`src/rtl/phy_tx_serializer_n_if.sv`:
```
// Word handshake between the upstream framer and the TX serializer.
// master: drives data_in/valid_in; slave: returns ready_out.
interface phy_tx_serializer_n_if #(
  parameter int LANES = 2,
  parameter int WIDTH = 8
) ();
  logic [LANES*WIDTH-1:0] data_in;
  logic [LANES-1:0]       valid_in;
  logic                   ready_out;

  modport master (
    output data_in,
    output valid_in,
    input  ready_out
  );

  modport slave (
    input  data_in,
    input  valid_in,
    output ready_out
  );
endinterface

```
`src/rtl/phy_tx_serializer_n.sv`:
```
// N-lane parallel-to-serial PHY transmitter on the serial-rate clock.
// Ports: clk_8f, reset (async, active-low), tx (data_in/valid_in/ready_out),
// sync_req, link_up, word_strobe, serial_out (one bit per lane per cycle).
module phy_tx_serializer_n #(
  parameter int               LANES      = 2,
  parameter int               WIDTH      = 8,
  parameter logic [WIDTH-1:0] IDLE_WORD  = 8'hBC,
  parameter int               SYNC_WORDS = 4,
  parameter int               MSB_FIRST  = 1
) (
  input  logic                 clk_8f,
  input  logic                 reset,
  phy_tx_serializer_n_if.slave tx,
  input  logic                 sync_req,
  output logic                 link_up,
  output logic                 word_strobe,
  output logic [LANES-1:0]     serial_out
);

  localparam int CW  = $clog2(WIDTH);
  localparam int SCW = (SYNC_WORDS > 1) ? $clog2(SYNC_WORDS) : 1;
  localparam logic [CW-1:0]  CNT_LAST  = CW'(WIDTH - 1);
  localparam logic [SCW-1:0] SYNC_LAST = SCW'(SYNC_WORDS - 1);

  typedef enum logic {
    SYNC,
    ACTIVE
  } state_t;

  state_t           state;
  logic [CW-1:0]    cnt;
  logic [SCW-1:0]   sync_cnt;
  logic [WIDTH-1:0] sr [LANES];
  logic             ready;

  assign word_strobe  = (cnt == CNT_LAST);
  assign ready        = link_up & word_strobe & ~sync_req;
  assign tx.ready_out = ready;

  always_comb begin
    serial_out = '0;
    for (int i = 0; i < LANES; i++) begin
      serial_out[i] = (MSB_FIRST != 0) ? sr[i][WIDTH-1] : sr[i][0];
    end
  end

  always_ff @(posedge clk_8f or negedge reset) begin
    if (!reset) begin
      state    <= SYNC;
      cnt      <= '0;
      sync_cnt <= '0;
      link_up  <= 1'b0;
      for (int i = 0; i < LANES; i++) begin
        sr[i] <= IDLE_WORD;
      end
    end else if (word_strobe) begin
      cnt <= '0;
      // ready is low whenever a retrain is requested, so idle is loaded then
      for (int i = 0; i < LANES; i++) begin
        if (ready && tx.valid_in[i]) begin
          sr[i] <= tx.data_in[i*WIDTH +: WIDTH];
        end else begin
          sr[i] <= IDLE_WORD;
        end
      end
      unique case (state)
        SYNC: begin
          if (sync_req) begin
            sync_cnt <= '0;
          end else if (sync_cnt == SYNC_LAST) begin
            state   <= ACTIVE;
            link_up <= 1'b1;
          end else begin
            sync_cnt <= sync_cnt + 1'b1;
          end
        end
        ACTIVE: begin
          if (sync_req) begin
            state    <= SYNC;
            sync_cnt <= '0;
            link_up  <= 1'b0;
          end
        end
        default: begin
          state <= SYNC;
        end
      endcase
    end else begin
      cnt <= cnt + 1'b1;
      for (int i = 0; i < LANES; i++) begin
        if (MSB_FIRST != 0) begin
          sr[i] <= {sr[i][WIDTH-2:0], 1'b0};
        end else begin
          sr[i] <= {1'b0, sr[i][WIDTH-1:1]};
        end
      end
    end
  end

endmodule

```
`src/flat_wrapper.sv`:
```
// flat-port wrapper written by rule: the top's interface ports become plain ports
module phy_tx_serializer_n_flat 
#(
  parameter int               LANES      = 2,
  parameter int               WIDTH      = 8,
  parameter logic [WIDTH-1:0] IDLE_WORD  = 8'hBC,
  parameter int               SYNC_WORDS = 4,
  parameter int               MSB_FIRST  = 1
)
  (clk_8f, reset, sync_req, link_up, word_strobe, serial_out, tx_data_in, tx_valid_in, tx_ready_out);
  phy_tx_serializer_n_if #(.LANES(LANES), .WIDTH(WIDTH)) tx_i ();
  input  logic clk_8f;
  input  logic reset;
  input  logic sync_req;
  output logic link_up;
  output logic word_strobe;
  output logic [LANES-1:0] serial_out;
  input wire logic [$bits(tx_i.data_in)-1:0] tx_data_in;
  input wire logic [$bits(tx_i.valid_in)-1:0] tx_valid_in;
  output wire logic [$bits(tx_i.ready_out)-1:0] tx_ready_out;
  assign tx_i.data_in = tx_data_in;
  assign tx_i.valid_in = tx_valid_in;
  assign tx_ready_out = tx_i.ready_out;
  phy_tx_serializer_n #(.LANES(LANES), .WIDTH(WIDTH), .IDLE_WORD(IDLE_WORD), .SYNC_WORDS(SYNC_WORDS), .MSB_FIRST(MSB_FIRST)) u_core (.clk_8f(clk_8f), .reset(reset), .tx(tx_i), .sync_req(sync_req), .link_up(link_up), .word_strobe(word_strobe), .serial_out(serial_out));
endmodule
```
`config.mk`:
```
export PLATFORM = sky130hd
export DESIGN_NAME = phy_tx_serializer_n_flat
export DESIGN_NICKNAME = d
export VERILOG_FILES = /design/src/rtl/phy_tx_serializer_n_if.sv /design/src/rtl/phy_tx_serializer_n.sv /design/src/flat_wrapper.sv
export SDC_FILE = /design/constraint.sdc
export NUM_CORES = 1
export LEC_CHECK = 0
export BUFFER_PORTS_ARGS = -buffer_cell sky130_fd_sc_hd__buf_2
export CAP_MARGIN = 20
export CORE_UTILIZATION = 46
export DETAILED_ROUTE_END_ITERATION = 10
export PLACE_DENSITY_LB_ADDON = 0.05
export SYNTH_ARGS = -nofsm -noshare
export SYNTH_HDL_FRONTEND = slang
export SYNTH_SLANG_ARGS = --single-unit
```
`constraint.sdc`:
```
create_clock -name clk_8f -period 1.4 [get_ports clk_8f]
set_clock_uncertainty 0.1 [all_clocks]
set_input_delay 0.28 -clock clk_8f [delete_from_list [all_inputs] [get_ports clk_8f]]
set_output_delay 0.28 -clock clk_8f [all_outputs]
set_load 0.01 [all_outputs]
```
==> impl_metrics.tcl <==
set metrics [dict create \
    status "complete, but fails checks" \
    violations "negative setup slack" \
    synthCells 94 \
    period_needed_ns 1.85 \
    synth_top_area_cell "dfrtp_1" \
    fmax_mhz 541 \
    timing.rr.start "u_core.cnt[1]$_DFF_PN0_" \
    synthTopCellsByArea "dfrtp_1, dfstp_2, a21oi_2" \
    ys.warnings.count 0 \
    synth_top_area_share_pct 30.6 \
    worstReg2RegEnd "u_core.sr[5]$_DFF_PN1_" \
    hold_end "u_core.serial_out[0]$_DFF_PN1_" \
    io_pins 26 \
    cts_made_buffers 3 \
    required_ns 1.02 \
    ys_ff_latch 23 \
    p_leak_nw 0.733 \
    worst_slack_ns -0.448 \
    crit_type "reg2out" \
    core_mm2 0.00219 \
    report.final.slew_viol_count 0 \
    grt_start_max_net_pins 24 \
    relSlewSlack_pct 66.5 \
    fin_setup_tns_ns -4.71 \
    place_hpwl_um 1370 \
    clock-sinks 23 \
    rsz0062_at_grt "true" \
    wl_um 2340 \
    clkTransAtPathRegs_ns 0.13 \
    clk_latency_ns 0.32 \
    initial_utilization_pct 48.6 \
    r2r_setup_slack_ns -0.28 \
    holdCritStartpoint "tx_data_in[7]" \
    die_y_um 50.1 \
    dieArea_mm2 0.00251 \
    antenna_found_initial 0 \
    grt_pass1_vias 719 \
    crit_start "u_core.cnt[1]$_DFF_PN0_" \
    crit_path_end_kind "output port" \
    crit_fanout 3 \
    area_delta_synth_final_pct 52.1 \
    track_usage_pct 17.2 \
    fin_crit_sh_pct 132 \
    vias 820 \
    grt_pass1_wl_um 3100 \
    synth.distinct_cells 25 \
    initialDrtViolationCount 12 \
    nets 158 \
    synth_area_mm2 0.00106 \
    hold_violations 0 \
    wl_per_cell_um 14.5 \
    finalSetupViolCount 22 \
    cts_tree "done" \
    worstMarginPinSlew_ns 0.503 \
    total_power_w 0.00132 \
    vias_per_cell 5.09 \
    overflow 0 \
    peakVddDrop_uv 688 \
    portBuffers 25 \
    final_layout_size_suffix_gt1_share_pct 78.2 \
    antennaDiodeCount 0 \
    cp-start-kind "flop" \
    gp_congestion 0.664 \
    crit_arrival_ns 1.47 \
    firstDrtPassIters 4 \
    die_x_um 50.1 \
    drc_errors 0 \
    drtAntennaViolNets 0 \
    yosysSeqAreaShare_pct 55.2 \
    row_count 17 \
    fin_hold_ws_ns 0.0717 \
    r2r_cells 8 \
    avgSynthCellArea_um2 11.3 \
    hp-class "in2reg" \
    maxCapViolations 0 \
    synth_nets 118 \
    worstHoldPathCells 2 \
    h-tree-depth 1 \
    power_density_mw_per_mm2 816 \
    cts.root.buffer_cell "clkbuf_4" \
    pre_cts_ws_ns -0.0961 \
    finish.utilization_pct 73.9 \
    clockBufferDepth 2 \
]
## worst max-delay path by stage
stage,slack (ns),depth (start not counted),to
3_3_place_gp,-0.08,5,tx_ready_out
4_1_cts,-0.45,5,tx_ready_out
2_1_floorplan,-0.09,5,tx_ready_out
6_report,-0.45,5,tx_ready_out
5_1_grt,-0.48,5,tx_ready_out
3_5_place_dp,-0.1,5,tx_ready_out
## flip-flops by register name (all words and copies together), names as in the netlist
name,cells
u_core.sr,14
u_core.cnt,3
u_core.serial_out,2
u_core.sync_cnt,2
u_core.link_up,1
u_core.state,1
## placed cells by master, fill, tap and decap left out, drive strengths merged, types with 2 or more instances in the layout
| cell | instances |
|---|---|
| dfstp | 10 |
| buf | 38 |
| nor2b | 2 |
| dfrtp | 13 |
| nand3b | 2 |
| a21oi | 12 |
| inv | 5 |
| nor2 | 20 |
| nand2 | 6 |
| o22ai | 5 |
| ha | 3 |
| and3 | 2 |
| clkbuf | 5 |
| o21ai | 2 |
## cell type report
class | count | area (um2)
clock buffer | 3 | 22.5
clock inverter | 1 | 5.00
fill | 147 | 572
inverter | 5 | 18.8
multi-input combinational | 60 | 607
sequential | 23 | 588
tap | 28 | 35.0
timing repair buffer | 41 | 343
## critical path, cell delays in order, from the launching register on
cell and delay [ns]:
dfrtp_1 0.40, ha_2 0.20, ha_4 0.15, nor2b_4 0.12, and2_4 0.16, buf_6 0.11
## cell families (layout without fill, tap and decap cells)
family	Yosys count	in the layout	synth area share, %
compound gates	22	22	15.3
buf+inv	11	50	5.64
flops	23	23	55.2
fa+ha+maj	3	3	3.53
simple gates	35	35	20.3
## power breakdown
part           switching (W)  leakage, nW  internal [W]
Sequential         0.0000341        0.265      0.000717
Clock               0.000211       0.0177      0.000107
Combinational       0.000129        0.450      0.000123
Total               0.000374        0.733      0.000948
## cells in the mapped netlist
cell	n
dfrtp_1	13
nor2_1	11
dfstp_2	10
a21oi_2	9
nor2_2	9
nand2_1	6
inv_1	5
o22ai_1	5
a21oi_1	3
buf_2	3
ha_1	3
and3_1	2
buf_4	2
nand3b_4	2
a31o_1	1
a32o_1	1
and2_4	1
buf_6	1
nand2b_1	1
nand4b_1	1
nor2b_1	1
nor2b_4	1
o21ai_0	1
o21ai_1	1
o22a_1	1
## timing repair
action,4_1_cts,5_1_grt
hold buffers,1,0
resized for setup,16,38
pin swaps,6,19
gates cloned,0,2
endpoints found under the setup margin,21,23
setup buffers,2,6
endpoints found under the hold margin,13,0
## through the flow
stage          cell area, um2  instances
4_1_cts                  1360        154
3_3_place_gp             1260        147
2_1_floorplan            1080         94
5_1_grt                  1620        161
3_5_place_dp             1260        147
6_report                 1620        161
## metal layers
metal	routed length, um	GRT usage, %
met1	1020	21.5
met2	1190	27.6
met3	95	3.70
met4	34	8.57
met5	0	0
Power figures use the tool's default switching activity.
